<file path="config.mk">
export PLATFORM = sky130hd
export DESIGN_NAME = polyvec_decompress_ctrl
export DESIGN_NICKNAME = d
export VERILOG_FILES = /design/src/rtl/polyvec_decompress_ctrl.sv
export SDC_FILE = /design/constraint.sdc
export NUM_CORES = 1
export LEC_CHECK = 0
export BUFFER_PORTS_ARGS = -buffer_cell sky130_fd_sc_hd__buf_2
export CAP_MARGIN = 20
export CORE_MARGIN = 2
export CORE_UTILIZATION = 43
export DETAILED_ROUTE_END_ITERATION = 6
export PLACE_DENSITY = 0.75
export SYNTH_ARGS = -nofsm -noshare
export SYNTH_HDL_FRONTEND = slang
export SYNTH_SLANG_ARGS = --single-unit
</file>
<file path="constraint.sdc">
create_clock -name clk -period 1.64 [get_ports clk]
set_input_delay 0.082 -clock clk [delete_from_list [all_inputs] [get_ports clk]]
set_output_delay 0.082 -clock clk [all_outputs]
set_load 0.02 [all_outputs]
</file>
<file path="src/rtl/polyvec_decompress_ctrl.sv">
// Polyvec decompression sequencer: streams packed 10-bit ciphertext words
// through the decompress datapath and writes 12-bit results to polyvec memory.
module polyvec_decompress_ctrl #(
  parameter int KYBER_K = 2,
  parameter int ADDR_W  = 7
) (
  input  logic              clk,
  input  logic              rst_n,
  input  logic              start,
  output logic              busy,
  output logic              done,
  output logic              ct_rd_en,
  output logic [ADDR_W-1:0] ct_addr,
  input  logic [39:0]       ct_rdata,
  output logic [63:0]       dec_t,
  input  logic [47:0]       dec_r,
  output logic              pv_we,
  output logic [ADDR_W-1:0] pv_addr,
  output logic [47:0]       pv_wdata
);

  localparam int NWORDS = 64 * KYBER_K;
  localparam logic [ADDR_W-1:0] LAST = ADDR_W'(NWORDS - 1);

  typedef enum logic [1:0] {
    IDLE,
    RUN,
    DRAIN,
    DONE
  } state_t;

  state_t state;

  logic              s1;
  logic              s2;
  logic [ADDR_W-1:0] a1;
  logic [ADDR_W-1:0] a2;
  logic [47:0]       wdata_q;
  logic [63:0]       unpacked;

  always_comb begin
    unpacked = '0;
    for (int j = 0; j < 4; j++) begin
      unpacked[16*j +: 16] = {6'b0, ct_rdata[10*j +: 10]};
    end
  end

  always_ff @(posedge clk or negedge rst_n) begin
    if (!rst_n) begin
      state    <= IDLE;
      busy     <= 1'b0;
      done     <= 1'b0;
      ct_rd_en <= 1'b0;
      ct_addr  <= '0;
    end else begin
      unique case (state)
        IDLE: begin
          done <= 1'b0;
          if (start) begin
            state    <= RUN;
            busy     <= 1'b1;
            ct_rd_en <= 1'b1;
            ct_addr  <= '0;
          end
        end
        RUN: begin
          if (ct_addr == LAST) begin
            state    <= DRAIN;
            ct_rd_en <= 1'b0;
          end else begin
            ct_addr <= ct_addr + 1'b1;
          end
        end
        DRAIN: begin
          // stage 3 holds the final write this cycle
          if (!s1 && !s2) begin
            state <= DONE;
            busy  <= 1'b0;
            done  <= 1'b1;
          end
        end
        DONE: begin
          state <= IDLE;
          done  <= 1'b0;
        end
        default: state <= IDLE;
      endcase
    end
  end

  always_ff @(posedge clk or negedge rst_n) begin
    if (!rst_n) begin
      s1      <= 1'b0;
      s2      <= 1'b0;
      pv_we   <= 1'b0;
      a1      <= '0;
      a2      <= '0;
      pv_addr <= '0;
      dec_t   <= '0;
      wdata_q <= '0;
    end else begin
      s1    <= ct_rd_en;
      s2    <= s1;
      pv_we <= s2;
      if (ct_rd_en) a1 <= ct_addr;
      if (s1) begin
        a2    <= a1;
        dec_t <= unpacked;
      end
      if (s2) pv_addr <= a2;
      if (pv_we) wdata_q <= dec_r;
    end
  end

  // datapath result is written the cycle it arrives; hold it otherwise
  assign pv_wdata = pv_we ? dec_r : wdata_q;

endmodule

</file>
==> impl_results.md, run 1 <==
* Switching share of power at 0.2595
* YS warnings at 0
* Critical path startpoint category: flip-flop
* Violated checks: setup timing
* Rows at 39
* Main synth FF type: dfrtp_1
* Worst setup path start: pv_we$_DFF_PN0_
* Die Y-Extent at ~110 µm
* Synth top area cells: dfrtp_1 62%, mux2_2 25%, buf_4 3.6%
* Hold WC Path Type: in2async
* RSZ-0062 raised after global routing: true
* Die ar. at 0.01251 mm²
* Setup TNS Final at -1.922 ns
* Arrival time at the worst endpoint at about 1.6 ns
* Synth Area in Compound Gates at 0.02976
* Gate Count Post-Synth at between 300 and 400
* Die X at about 110 µm
* Non-filler cells, final at approximately 800
* Final WL at ~16 mm
* Core area at approximately 0.011 mm²
* Final min period at ~1.7 ns
* Int Pwr at about 6.8 mW
* Vias in the first global route at 4,204
* Gr usage total at 0.2219
* ANT cells at 0
* Pwr dens at roughly 1100 mW/mm²
* Inst Count DP at between 600 and 700
* Clock tree root driver cell: clkbuf_16
* Post-DR wirelength/cell at between 15 and 20 µm
* Clock Path Buffers at 2
* R2R Path End: state[1]$_DFFE_PN0P_
* #FFs+latches synth at 124
* CTS Buf Count at 17
* Via count at 4,062
* Initial antenna violation count at 0
* Reg2reg start: ct_addr[0]$_DFFE_PN0P_
* CP required at about 1.6 ns
* Synth unique cells at 31
* Fill count at just under 700
* Status: complete, but fails checks
* H-tree depth at 4
* Final instance area at 0.008354 mm²
* CP Capture Type: output port
* Leading area contributor after synthesis: dfrtp_1
* Largest family of logic cells by synthesized area: multiplexers
* Gr ovfl total at 0
* Skew final at approximately 0.0049 ns
* Async S/R FF share, synth at 1.000
* I/O Buffers at 196
* Simple-gate portion of the synthesized area at 0.03127
* Sequential-to-total area share from yosys stat at 0.6203
* Fin nets at between 700 and 800
* Final HPWL DP at roughly 8 mm
* Max-cap violations at 0
* CP Class: reg2out
* Final Hold Viols at 0
* Flop pwr share at 0.378
* Crit path capture: pv_wdata[19]
* Max Slew Vio Count at 0
* Worst-Skew Late Latency at 0.40 ns
* Maximum vdd drop at 0.6840 mV
* Leak Pwr at approximately 4.2 nW
* RePlAce Congestion at 0.8476
* Synthesized area at 0.005002 mm²
* First-pass GRT wire length at approximately 22 mm
* DRT iter0 DRCs at 210
* Placed inst area at 0.006155 mm²
* EDFF count, synth at 0
* Ports at ~220
* Post-Syn Area per Cell at roughly 15 µm²
* Largest net degree at the start of global routing at 44
* Pre-antenna DRT Iters at 4
* Adder-cell share of the synthesized area at 0.01001
* Xor-xnor portion of the synthesized cell area at 0
* Layout cells sized above 1 at 0.5687
* Final WS setup at -0.07825 ns
* Via density at around 5
* Post-synthesis mux area share at 0.2559
* # DRC at 0
* FF-to-FF path depth at 5
* Clk pwr share at 0.421
* Crit path max fanout at 8
* Yosys top cell area share at 0.6203
* CTS tree: yes
* Sink Count at ~120
* Antenna-violating nets left at 0
* Psw at 2.384 mW
* Worst-path clk slew at 0.05 ns
* Worst R2R Setup Slack at 0.09 ns
* Final period utilization at 1.048
* Fmax at a little under 0.6 GHz
* Area growth syn-to-layout at 67.01%
* Final setup viols at 48
* Comb pwr share at 0.201
* Initial Utilization at 0.4400
* Pre-CTS setup slack at 0.06272 ns
power groups by stage:
| stage | Sequential (mW) | Combinational, mW | Clock, mW |
|---|---|---|---|
| global placement | 3.50 | 1.40 | 0 |
| floorplan | 3.65 | 0.757 | 0 |
| detailed placement | 3.51 | 1.47 | 0 |
| global route | 3.50 | 1.99 | 4.07 |
| CTS | 3.46 | 1.67 | 3.94 |
| finish | 3.47 | 1.85 | 3.87 |
worst max-delay path, stage by stage (launching register included):
cell and delay, ns:
dfrtp_2 0.37, buf_12 0.16, buf_6 0.15, mux2_2 0.37, buf_2 0.18
layout make-up:
type / count / area (µm²) / area share
sequential: 124 / 3108 / 0.3720
timing repair buffer: 324 / 2556 / 0.3060
multi-input combinational: 195 / 1892 / 0.2264
clock buffer: 23 / 467.9 / 0.05601
tap: 143 / 178.9 / 0.02142
clock inverter: 8 / 140.1 / 0.01677
inverter: 3 / 11.26 / 0.001348
layer usage:
layer  part of all wire  global-route usage
met1               0.37              0.2492
met2               0.53              0.3883
met3              0.068             0.06913
met4              0.032             0.09794
met5                  0                   0
synth_stat cells, types with 2 or more instances:
cell type  count
a21oi_1        6
buf_2         13
buf_4         24
dfrtp_1      124
ha_1           4
inv_1          3
mux2_2       110
mux2i_1        3
nand2_1       14
nand4_1        3
nor2_1         5
nor3_1         2
o21ai_0        8
worst min-delay path by stage:
| stage | from | end | depth (start not counted) |
|---|---|---|---|
| 2_1_floorplan | rst_n | a1[0]$_DFFE_PN0P_ | 0 |
| 3_3_place_gp | rst_n | wdata_q[40]$_DFF_PN0_ | 1 |
| 3_5_place_dp | rst_n | wdata_q[34]$_DFF_PN0_ | 1 |
| 4_1_cts | rst_n | wdata_q[36]$_DFF_PN0_ | 2 |
| 5_1_grt | rst_n | wdata_q[35]$_DFF_PN0_ | 2 |
| 6_report | rst_n | wdata_q[35]$_DFF_PN0_ | 2 |
what timing repair did:
| action | in CTS | in global routing |
|---|---|---|
| gates cloned | 1 | 6 |
| hold buffers | 89 | 0 |
| gates resized for setup | 38 | 82 |
| hold endpoints to repair | 212 | 0 |
| buffers inserted | 0 | 19 |
| setup endpoints to repair | 48 | 55 |
kinds of logic (layout without fill, tap and decap cells):
| logic type | after synthesis | count (layout) |
|---|---|---|
| and+or+nand+nor | 30 | 30 |
| adders and majority gates | 4 | 4 |
| AOI/OAI and AO/OA | 23 | 23 |
| DFF | 124 | 124 |
| other | 1 | 24 |
| muxes | 114 | 114 |
| buffers and inverters | 41 | 358 |
sequential cells by signal, summed over array words and instances (netlist names):
name,count
wdata_q,48
dec_t,40
a1,7
a2,7
ct_addr,7
pv_addr,7
state,2
busy,1
ct_rd_en,1
done,1
pv_we,1
s1,1
s2,1
layout by cell type (no fill, tap or decap), types with 2 or more instances in the layout:
| cell type | instances |
|---|---|
| buf_2 | 154 |
| dfrtp_1 | 120 |
| dlygate4sd3_1 | 89 |
| mux2_2 | 73 |
| buf_6 | 39 |
| mux2_4 | 37 |
| buf_4 | 33 |
| conb_1 | 24 |
| clkbuf_16 | 21 |
| nand2_1 | 14 |
| o21ai_0 | 8 |
| a21oi_1 | 6 |
| nor2_1 | 5 |
| clkinv_2 | 4 |
| bufinv_16 | 4 |
| clkbuf_1 | 4 |
| dfrtp_2 | 4 |
| buf_12 | 4 |
| inv_1 | 3 |
| nand4_1 | 3 |
| nor3_2 | 2 |
| mux2i_1 | 2 |
| ha_1 | 2 |
| clkbuf_8 | 2 |
per-stage QoR:
step,hold WS [ns],utilization,power [mW]
floorplan,-0.2136,-,4.411
global placement,-0.05174,0.5413,4.897
detailed placement,-0.04680,0.5413,4.979
CTS,0.06158,0.6860,9.063
global route,0.07621,0.7348,9.565
finish,0.07444,0.7348,9.187
(Power assumes the default switching activity.)
==> run 2: changes to the inputs <==
TNS_END_PERCENT = 5   (was unset)
==> impl_results.md, run 2 (same netlist as run 1, synthesis figures left out) <==
* Status: complete, but fails checks
* Violated checks: setup timing
* Antenna-violating nets left at 0 (unchanged)
* Largest regs: wdata_q x48, dec_t x40
* Largest net degree at the start of global routing at 44 (unchanged)
* Gr ovfl total at 0 (unchanged)
* Final HPWL DP at 7.962 mm (unchanged)
* Final period utilization at 1.038 (-0.009355)
* CP Capture Type: output port
* Ports at 221 (unchanged)
* RePlAce Congestion at 0.8476 (unchanged)
* Initial antenna violation count at 0 (unchanged)
* Crit path max fanout at 8 (unchanged)
* Final Hold Viols at 0 (unchanged)
* Pre-CTS setup slack at 0.06272 ns (unchanged)
* Vias in the first global route at 4,204 (unchanged)
* Worst-path clk slew at 0.05 ns (about the same)
* Fin nets at 742 (-2.4%)
* ANT cells at 0 (unchanged)
* Sink Count at 124 (unchanged)
* CP required at 1.56 ns (about the same)
* Die X at 111.9 µm (unchanged)
* Pwr dens at 1120 mW/mm² (+1.8%)
* Rows at 39 (unchanged)
* Gr usage total at 0.2219 (unchanged)
* Buf/Inv on CP at 3 (unchanged)
* Initial Utilization at 0.4400 (unchanged)
* Core area at 0.01137 mm² (unchanged)
* DRT iter0 DRCs at 173 (-18%)
* First-pass GRT wire length at 21.63 mm (about the same)
* Final setup viols at 48 (unchanged)
* Die ar. at 0.01251 mm² (unchanged)
* Max Slew Vio Count at 0 (unchanged)
* RSZ-0062 raised after global routing: true
* Layout cells sized above 1 at 0.5554 (-0.01330)
* CTS Buf Count at 17 (unchanged)
* I/O Buffers at 196 (unchanged)
* Worst-Skew Late Latency at 0.40 ns (about the same)
* Most common cell after layout, fill and taps aside: buf_2
* Worst path slowest cell: dfrtp_2
* Leading cell types in the layout, fill and taps excluded: 153 x buf_2, 120 x dfrtp_1, 89 x dlygate4sd3_1
* Largest stage delay on the critical path at 0.41 ns (+0.04 ns)
* CTS tree: yes
* Post-DR wirelength/cell at 18.92 µm (-2.9%)
* Via count at 3,951 (-2.7%)
* Via density at 4.926 (-0.55%)
* Die Y-Extent at 111.9 µm (unchanged)
* Final WS setup at -0.06291 ns (+0.01534 ns)
* H-tree depth at 4 (unchanged)
* Cell family with most CP delay: buffers and inverters
* Top reg by flops: wdata_q
* Critical path startpoint category: flip-flop
* Pre-antenna DRT Iters at 4 (unchanged)
* Clock tree root driver cell: clkbuf_16
* Crit-path cells: buf_12, clkbuf_16, mux2_4, buf_6
* WHS at 0.1092 ns (+0.03474 ns)
* Leak Pwr at 4.076 nW (-3.1%)
* Skew final at 0.004143 ns (-0.0007347 ns)
* CP Class: reg2out
* # DRC at 0 (unchanged)
* Maximum vdd drop at 0.7598 mV (+11%)
* Hold WC Path Type: in2async
* Fmax at 0.5872 GHz (+0.90%)
* Final min period at 1.703 ns (-0.01534 ns)
* Clock Path Buffers at 2 (unchanged)
* Max-cap violations at 0 (unchanged)
* Area growth syn-to-layout at 63.38%
* Max reg flops at 48 (unchanged)
* Arrival time at the worst endpoint at 1.62 ns (-0.02 ns)
* Setup TNS Final at -1.735 ns (+0.1876 ns)
* Final WL at 15.17 mm (-5.0%)
[run 2: cell types whose count changed in the layout (fill, tap and decap cells not counted)]
cell,delta
buf_2,-1
nor3_1,+1
buf_6,-7
nor3_2,-1
mux2i_4,+1
mux2_4,-7
mux2_2,+7
buf_4,-10
mux2i_2,-1
[run 2: final cells by class]
class | instances | area [µm²]
fill | 705 | 3197
sequential | 124 | 3108
timing repair buffer | 306 | 2397
multi-input combinational | 195 | 1869
clock buffer | 23 | 467.9
tap | 143 | 178.9
clock inverter | 8 | 140.1
inverter | 3 | 11.26
[run 2: where the power goes]
part | total [mW] | leakage [nW] | switching [mW] | internal (mW)
sequential | 3.47 | 1.49 | 0.147 | 3.32
clock | 3.87 | 0.301 | 1.27 | 2.60
combinational | 1.81 | 2.28 | 0.956 | 0.852
total | 9.15 | 4.08 | 2.37 | 6.78
[run 2: repair_timing]
action,CTS,global route
setup buffers,0,1
hold buffers,89,0
cloned,1,6
gates resized for setup,38,69
endpoints found under the hold margin,212,0
setup endpoints to repair,48,55
[run 2: worst paths after layout]
kind                            slack (ns)              startpoint                    end  depth (start not counted)
worst max-delay path                 -0.06         pv_we$_DFF_PN0_           pv_wdata[14]                          4
worst min-delay path                  0.11                   rst_n  wdata_q[37]$_DFF_PN0_                          2
worst max register to register        0.09  ct_addr[0]$_DFFE_PN0P_   state[1]$_DFFE_PN0P_                          5
worst min register to register        0.50   wdata_q[37]$_DFF_PN0_  wdata_q[37]$_DFF_PN0_                          1
max in group asynchronous             0.86                   rst_n        pv_we$_DFF_PN0_                          3
min in group clk                      0.11                   start       busy$_DFFE_PN0P_                          3
[run 2: per-stage QoR]
step / power (mW) / util / instances / cell area [µm²]
2_1_floorplan: 4.411 / - / 360 / 5104
3_3_place_gp: 4.897 / 0.5413 / 674 / 6155
3_5_place_dp: 4.979 / 0.5413 / 674 / 6155
4_1_cts: 9.063 / 0.6860 / 795 / 7800
5_1_grt: 9.530 / 0.7188 / 802 / 8173
6_report: 9.150 / 0.7188 / 802 / 8173
[run 2: routing by layer]
layer,share of wire,vias to the layer above,track usage
met5,0,-,0
met4,0.031,0,0.09794
met3,0.069,39,0.06913
met2,0.52,195,0.3887
met1,0.38,1954,0.2488
li1,-,1763,-
